$ cat config.mk
export PLATFORM = sky130hd
export DESIGN_NAME = exception_control
export DESIGN_NICKNAME = d
export VERILOG_FILES = /design/src/rtl/exception_control.sv
export SDC_FILE = /design/constraint.sdc
export NUM_CORES = 1
export LEC_CHECK = 0
export CORE_ASPECT_RATIO = 0.75
export CORE_MARGIN = 3
export CORE_UTILIZATION = 35
export DETAILED_ROUTE_END_ITERATION = 7
export GPL_TIMING_DRIVEN = 0
export PLACE_DENSITY_LB_ADDON = 0.08
export SKIP_LAST_GASP = 1
export SLEW_MARGIN = 10
export SYNTH_ARGS = -nofsm -noshare
export SYNTH_HDL_FRONTEND = slang
export SYNTH_SLANG_ARGS = --single-unit
$ cat constraint.sdc
create_clock -name clk -period 3.7 [get_ports clk]
set_input_delay 0.37 -clock clk [delete_from_list [all_inputs] [get_ports clk]]
set_output_delay 0.37 -clock clk [all_outputs]
set_load 0.1 [all_outputs]
$ cat src/rtl/exception_control.sv
// Exception entry sequencer for the multicycle MIPS datapath: captures EPC,
// fetches the handler vector byte from memory and loads it into the PC.
//
// state   | meaning
// IDLE    | waiting for an exception request
// CAPTURE | EPC strobe, vector address driven onto memory
// WAIT    | memory latency countdown, address held
// LOAD    | vector byte presented on pc_out with pc_load strobe
// DONE    | completion pulse, control unit released on next cycle
module exception_control #(
  parameter int MEM_LATENCY  = 2,
  parameter int VEC_OPCODE   = 253,
  parameter int VEC_OVERFLOW = 254,
  parameter int VEC_DIVZERO  = 255
) (
  input  logic        clk,
  input  logic        reset,
  input  logic        exc_opcode,
  input  logic        exc_overflow,
  input  logic        exc_div_zero,
  input  logic [31:0] pc_in,
  input  logic [31:0] mem_data_in,
  output logic        busy,
  output logic        epc_load,
  output logic [31:0] epc_out,
  output logic [31:0] mem_addr,
  output logic        mem_sel,
  output logic        pc_load,
  output logic [31:0] pc_out,
  output logic [1:0]  exc_cause,
  output logic        exc_done
);

  typedef enum logic [2:0] {
    S_IDLE,
    S_CAPTURE,
    S_WAIT,
    S_LOAD,
    S_DONE
  } state_t;

  state_t      state;
  logic [3:0]  wait_cnt;
  logic        exc_any;
  logic [23:0] unused_data_hi;

  assign exc_any        = exc_opcode | exc_overflow | exc_div_zero;
  assign unused_data_hi = mem_data_in[31:8];

  // CAPTURE outputs are registered on the detection edge so they are visible
  // during the CAPTURE cycle itself; the PC is folded straight into EPC.
  always_ff @(posedge clk or posedge reset) begin
    if (reset) begin
      state     <= S_IDLE;
      wait_cnt  <= 4'd0;
      busy      <= 1'b0;
      epc_load  <= 1'b0;
      epc_out   <= 32'd0;
      mem_addr  <= 32'd0;
      mem_sel   <= 1'b0;
      pc_load   <= 1'b0;
      pc_out    <= 32'd0;
      exc_cause <= 2'b00;
      exc_done  <= 1'b0;
    end else begin
      epc_load <= 1'b0;
      pc_load  <= 1'b0;
      exc_done <= 1'b0;
      case (state)
        S_IDLE: begin
          if (exc_any) begin
            state    <= S_CAPTURE;
            busy     <= 1'b1;
            epc_load <= 1'b1;
            epc_out  <= pc_in - 32'd4;
            mem_sel  <= 1'b1;
            if (exc_opcode) begin
              exc_cause <= 2'b01;
              mem_addr  <= 32'(VEC_OPCODE);
            end else if (exc_overflow) begin
              exc_cause <= 2'b10;
              mem_addr  <= 32'(VEC_OVERFLOW);
            end else begin
              exc_cause <= 2'b11;
              mem_addr  <= 32'(VEC_DIVZERO);
            end
          end
        end
        S_CAPTURE: begin
          wait_cnt <= 4'(MEM_LATENCY - 1);
          state    <= S_WAIT;
        end
        S_WAIT: begin
          // Last WAIT edge: Dataout is valid, register the vector for LOAD.
          if (wait_cnt == 4'd0) begin
            state   <= S_LOAD;
            pc_out  <= {24'b0, mem_data_in[7:0]};
            pc_load <= 1'b1;
          end else begin
            wait_cnt <= wait_cnt - 4'd1;
          end
        end
        S_LOAD: begin
          state    <= S_DONE;
          exc_done <= 1'b1;
          mem_sel  <= 1'b0;
        end
        S_DONE: begin
          state <= S_IDLE;
          busy  <= 1'b0;
        end
        default: state <= S_IDLE;
      endcase
    end
  end

endmodule

# Word level (Yosys, flattened, before mapping)

Index checks and enable logic that the tools add are counted.

Output and inout port bits: 103
Register bits after elaboration: 86

Muxes and demuxes: 17
Bitwise operators: 2
Add/sub/neg operators: 2
Reduce and logical (&&, ||, !) cells: 11
Equality and inequality tests: 7

Operators with widths:

| cell                                                                 | number |
|---|---|
| 32-bit by 3-bit subtractor with 32-bit output, second input constant | 1 |
| 3-bit one-hot mux with 4 select lines                                | 1 |
| 2-bit AND reduction                                                  | 6 |
| 1-bit 2-to-1 mux                                                     | 8 |
| 4-bit one-hot mux with 2 select lines                                | 1 |
| 3-bit by 2-bit == test with 1-bit output, second input constant      | 2 |
| 3-bit 2-to-1 mux                                                     | 2 |
| 2-bit inequality test, second input constant                         | 3 |
| 2-bit nonzero test                                                   | 3 |
| 4-bit logical NOT                                                    | 1 |
| 2-bit 2-to-1 mux                                                     | 2 |
| 4-bit 2-to-1 mux                                                     | 1 |
| 1-bit one-hot mux with 2 select lines                                | 2 |
| 4-bit by 1-bit subtractor with 4-bit output, second input constant   | 1 |
| 3-bit by 1-bit == test with 1-bit output, second input constant      | 1 |
| 3-bit == test, second input constant                                 | 1 |
| 3-bit logical NOT                                                    | 1 |
| 1-bit bitwise OR                                                     | 2 |

# Depth between registers and ports, before layout

Depth in word-level cells: 4
Depth in mapped cells: 8
Gate-level depth less buffers: 7

# Least setup slack after synthesis

No wires, ideal clock.

Path type: input port to flip-flop
From: in pc_in[15]
To: reg epc_out[31]
Cell stages on the path: 6
Slack: 1499 ps
Setup time: 134 ps
Arrival: 2067 ps
Buffers on the path: 1
Cell sequence: or4_4 > or4_4 > buf_6 > nor4b_4 > xnor2_1 > a21oi_2

Longest elaborated chain between the ends: 1

Ends and longest elaborated chain:

| item                                          | line | text |
|---|---|---|
| from (decl)                                   | 21   | `input logic [31:0] pc_in,` |
| 32-bit by 3-bit subtractor with 32-bit output | 75   | `epc_out <= pc_in - 32'd4;` |
| to (signal assigned)                          | 75   |  |
| to (decl)                                     | 25   | `output logic [31:0] epc_out,` |

Every way passes these cells.
A chain may end at the register's enable or synchronous reset.

# Worst setup path in the final report

From: in pc_in[2]
To: reg epc_out[12]

The elaborated chain is that of the path after synthesis.

==> results.txt <==
Slew Viols, Final - 0
Slew of the pin with the lowest slew margin - 1.01 ns
# hold bufs at CTS - 0
CTS tree - yes
Post-cts resize count - 0
Vias in the first global route - 2,508
Area of the die - 10,000 sq um
Clock root cell - clkbuf_16
Final Skew - 0.00721 ns
Critical Path Sink Type - flop
HP Class - input port to async pin
Synth cell types - 38
Reg clk slew, reported paths - 0.07 ns
Fillers - 799
Max Cap Viol - 0
P&R area growth vs syn - 49.3%
Via Count - 2,586
Detailed Routing Iterations Pass 1 - 4
Yosys reg bits - 55
Final Hold Fails - 0
Number of synthesized flops with an enable pin - 0
Sequential fraction of the synthesis area - 44.4%
Syn Area/Cell - 9.51 sq um
Fin crit period - 2.55 ns
CP Max Fanout - 10
Layout cells sized above 1 - 18.5%
Die H - 87.5 um
Detailed Route Iter0 Violations - 94
Core area - 8530 sq um
CTS HTree Levels - 2
Post-placement setup slack - 0.870 ns
CTS Buf Count - 5
Setup slack after layout - 1.15 ns
Setup crit start kind - input port
Status - completed
WL/cell - 12.8 um
Unrepaired setup endpoints after global routing - false
Vias per cell - 4.38
DRC viols - 0
Tot GR Track Use - 15.2%
GP Congestion - 0.817
I/O pins - 172
Post-synth ARST share - 100%
# diodes - 0
Critical path arrival - 2.70 ns
Initial antenna violation count - 0
Final Cell Area - 4630 sq um
Fin Setup TNS - 0 ns
First-pass GRT wire length - 12,300 um
YS warnings - 0
Final period util - 68.9%
# Post-CTS Setup Buffers - 0
Max Buffers Root-to-Sink - 2
Endpoints failing setup - 0
Worst slew margin - 32.2%
Initial Util - 36.4%
Area after DPL - 4440 sq um
Port Buffers - 99
Type of the worst setup path - input port to flop
Nets - 552
Worst skew pair latency - 0.29 ns
Cell row count - 29
Routed wire length - 7550 um
Detail Route Antenna Nets - 0
Die width - 115 um
Post-DP HPWL - 6030 um
Mapped Cells - 326
Synth Flop Type - dfrtp_1
Highest clock rate - 392 MHz
Synth Cell Area - 3100 sq um
Required arrival time at the worst endpoint - 3.85 ns
Reg-to-reg slack, setup - 1.46 ns
Clock sinks - 55
Largest net degree at the start of global routing - 37
Grt ovf - 0
-- cell type report --
type | count | area, sq um | share of cell area, %
Buffer | 71 | 488 | 10.5
Clock buffer | 5 | 125 | 2.70
Timing Repair Buffer | 101 | 1020 | 22.0
Tap cell | 108 | 135 | 2.92
Multi-Input combinational cell | 237 | 1380 | 29.8
Inverter | 10 | 37.5 | 0.811
Clock inverter | 3 | 67.6 | 1.46
Sequential cell | 55 | 1380 | 29.7
-- worst max-delay path, stage by stage --
cell	delay, ns
clkdlybuf4s50_1	0.47
inv_1	0.09
ha_1	0.20
or4b_2	0.63
clkbuf_1	0.34
nor4_1	0.35
xnor2_1	0.17
a21oi_1	0.08
-- final timing paths --
check,startpoint,endpoint,depth (start not counted)
setup reg to reg,state[1]$_DFFE_PP0P_,epc_out[14]$_DFFE_PP0P_,5
hold reg to reg,busy$_DFFE_PP0P_,busy$_DFFE_PP0P_,1
hold / removal,reset,pc_out[0]$_DFFE_PP0P_,2
setup / recovery,pc_in[2],epc_out[12]$_DFFE_PP0P_,8
max in group asynchronous,reset,epc_out[6]$_DFFE_PP0P_,3
min in group clk,busy$_DFFE_PP0P_,busy$_DFFE_PP0P_,1
-- metrics by stage --
stage	instances	hold WS, ns	utilization [%]
6_report	590	0.398	54.3
5_1_grt	590	0.445	54.3
4_1_cts	590	0.414	54.3
3_5_place_dp	582	0.469	52.0
3_3_place_gp	580	0.466	51.6
2_1_floorplan	373	0.455	-
-- cell usage after synthesis, types with 3 or more instances --
| master | number | share of area [%] |
|---|---|---|
| clkbuf_1 | 13 | 1.6 |
| a31oi_1 | 3 | 0.61 |
| or3_1 | 3 | 0.61 |
| nor4_1 | 8 | 1.6 |
| a21oi_1 | 30 | 4.8 |
| xnor2_1 | 16 | 4.5 |
| nand2_1 | 9 | 1.1 |
| nor2_1 | 51 | 6.2 |
| nor3_1 | 11 | 1.8 |
| inv_1 | 10 | 1.2 |
| or4_1 | 5 | 1.2 |
| nand3_1 | 6 | 0.97 |
| mux2_2 | 10 | 3.6 |
| xor2_1 | 11 | 3.1 |
| dfrtp_1 | 55 | 44 |
| buf_4 | 55 | 13 |
-- sequential cells by signal, indices dropped and copies added, names as in the netlist --
register and cells:
busy 1, state 3, pc_load 1, exc_cause 1
mem_sel 1, epc_out 32, pc_out 8, wait_cnt 4
exc_done 1, mem_addr 2, epc_load 1
-- routing by layer --
metal  GRT usage (%)  up-vias  part of all wire, %
li1                -     1302                    -
met4            2.70        0                 0.68
met3            4.51        4                  9.1
met2            23.1       99                   43
met5               0        -                    0
met1            21.7     1181                   47
-- cell usage in the layout, fill, tap and decap left out, types with 2 or more instances in the layout --
cell type	instances
nor3b_1	2
nor4_4	2
buf_4	56
or3_1	3
conb_1	48
nand4_1	2
a31oi_1	3
dfrtp_1	55
nor2_1	51
nor3_1	11
nand2_1	9
ha_1	2
nand3_1	6
clkbuf_16	5
o21ai_0	2
xor2_1	11
buf_6	2
or4_1	5
a21oi_2	2
clkdlybuf4s50_1	99
or4_4	2
clkbuf_1	13
nor4_1	7
xnor2_1	16
inv_1	9
a21oi_1	30
bufinv_16	2
mux2_2	10
-- logic make-up after synthesis --
family | count (synthesis) | share of synthesized area (%)
AO/OA/AOI/OAI | 43 | 7.99
other | 1 | 0.121
buffers and inverters | 81 | 16.9
flip-flops | 55 | 44.4
AND/OR/NAND/NOR | 107 | 18.5
adder cells (fa/ha/maj) | 2 | 0.807
multiplexers | 10 | 3.63
XOR/XNOR | 27 | 7.63
Power is left out: the tool's default activity adds up to more than one toggle a clock period on the data nets, which glitch-free logic cannot reach.
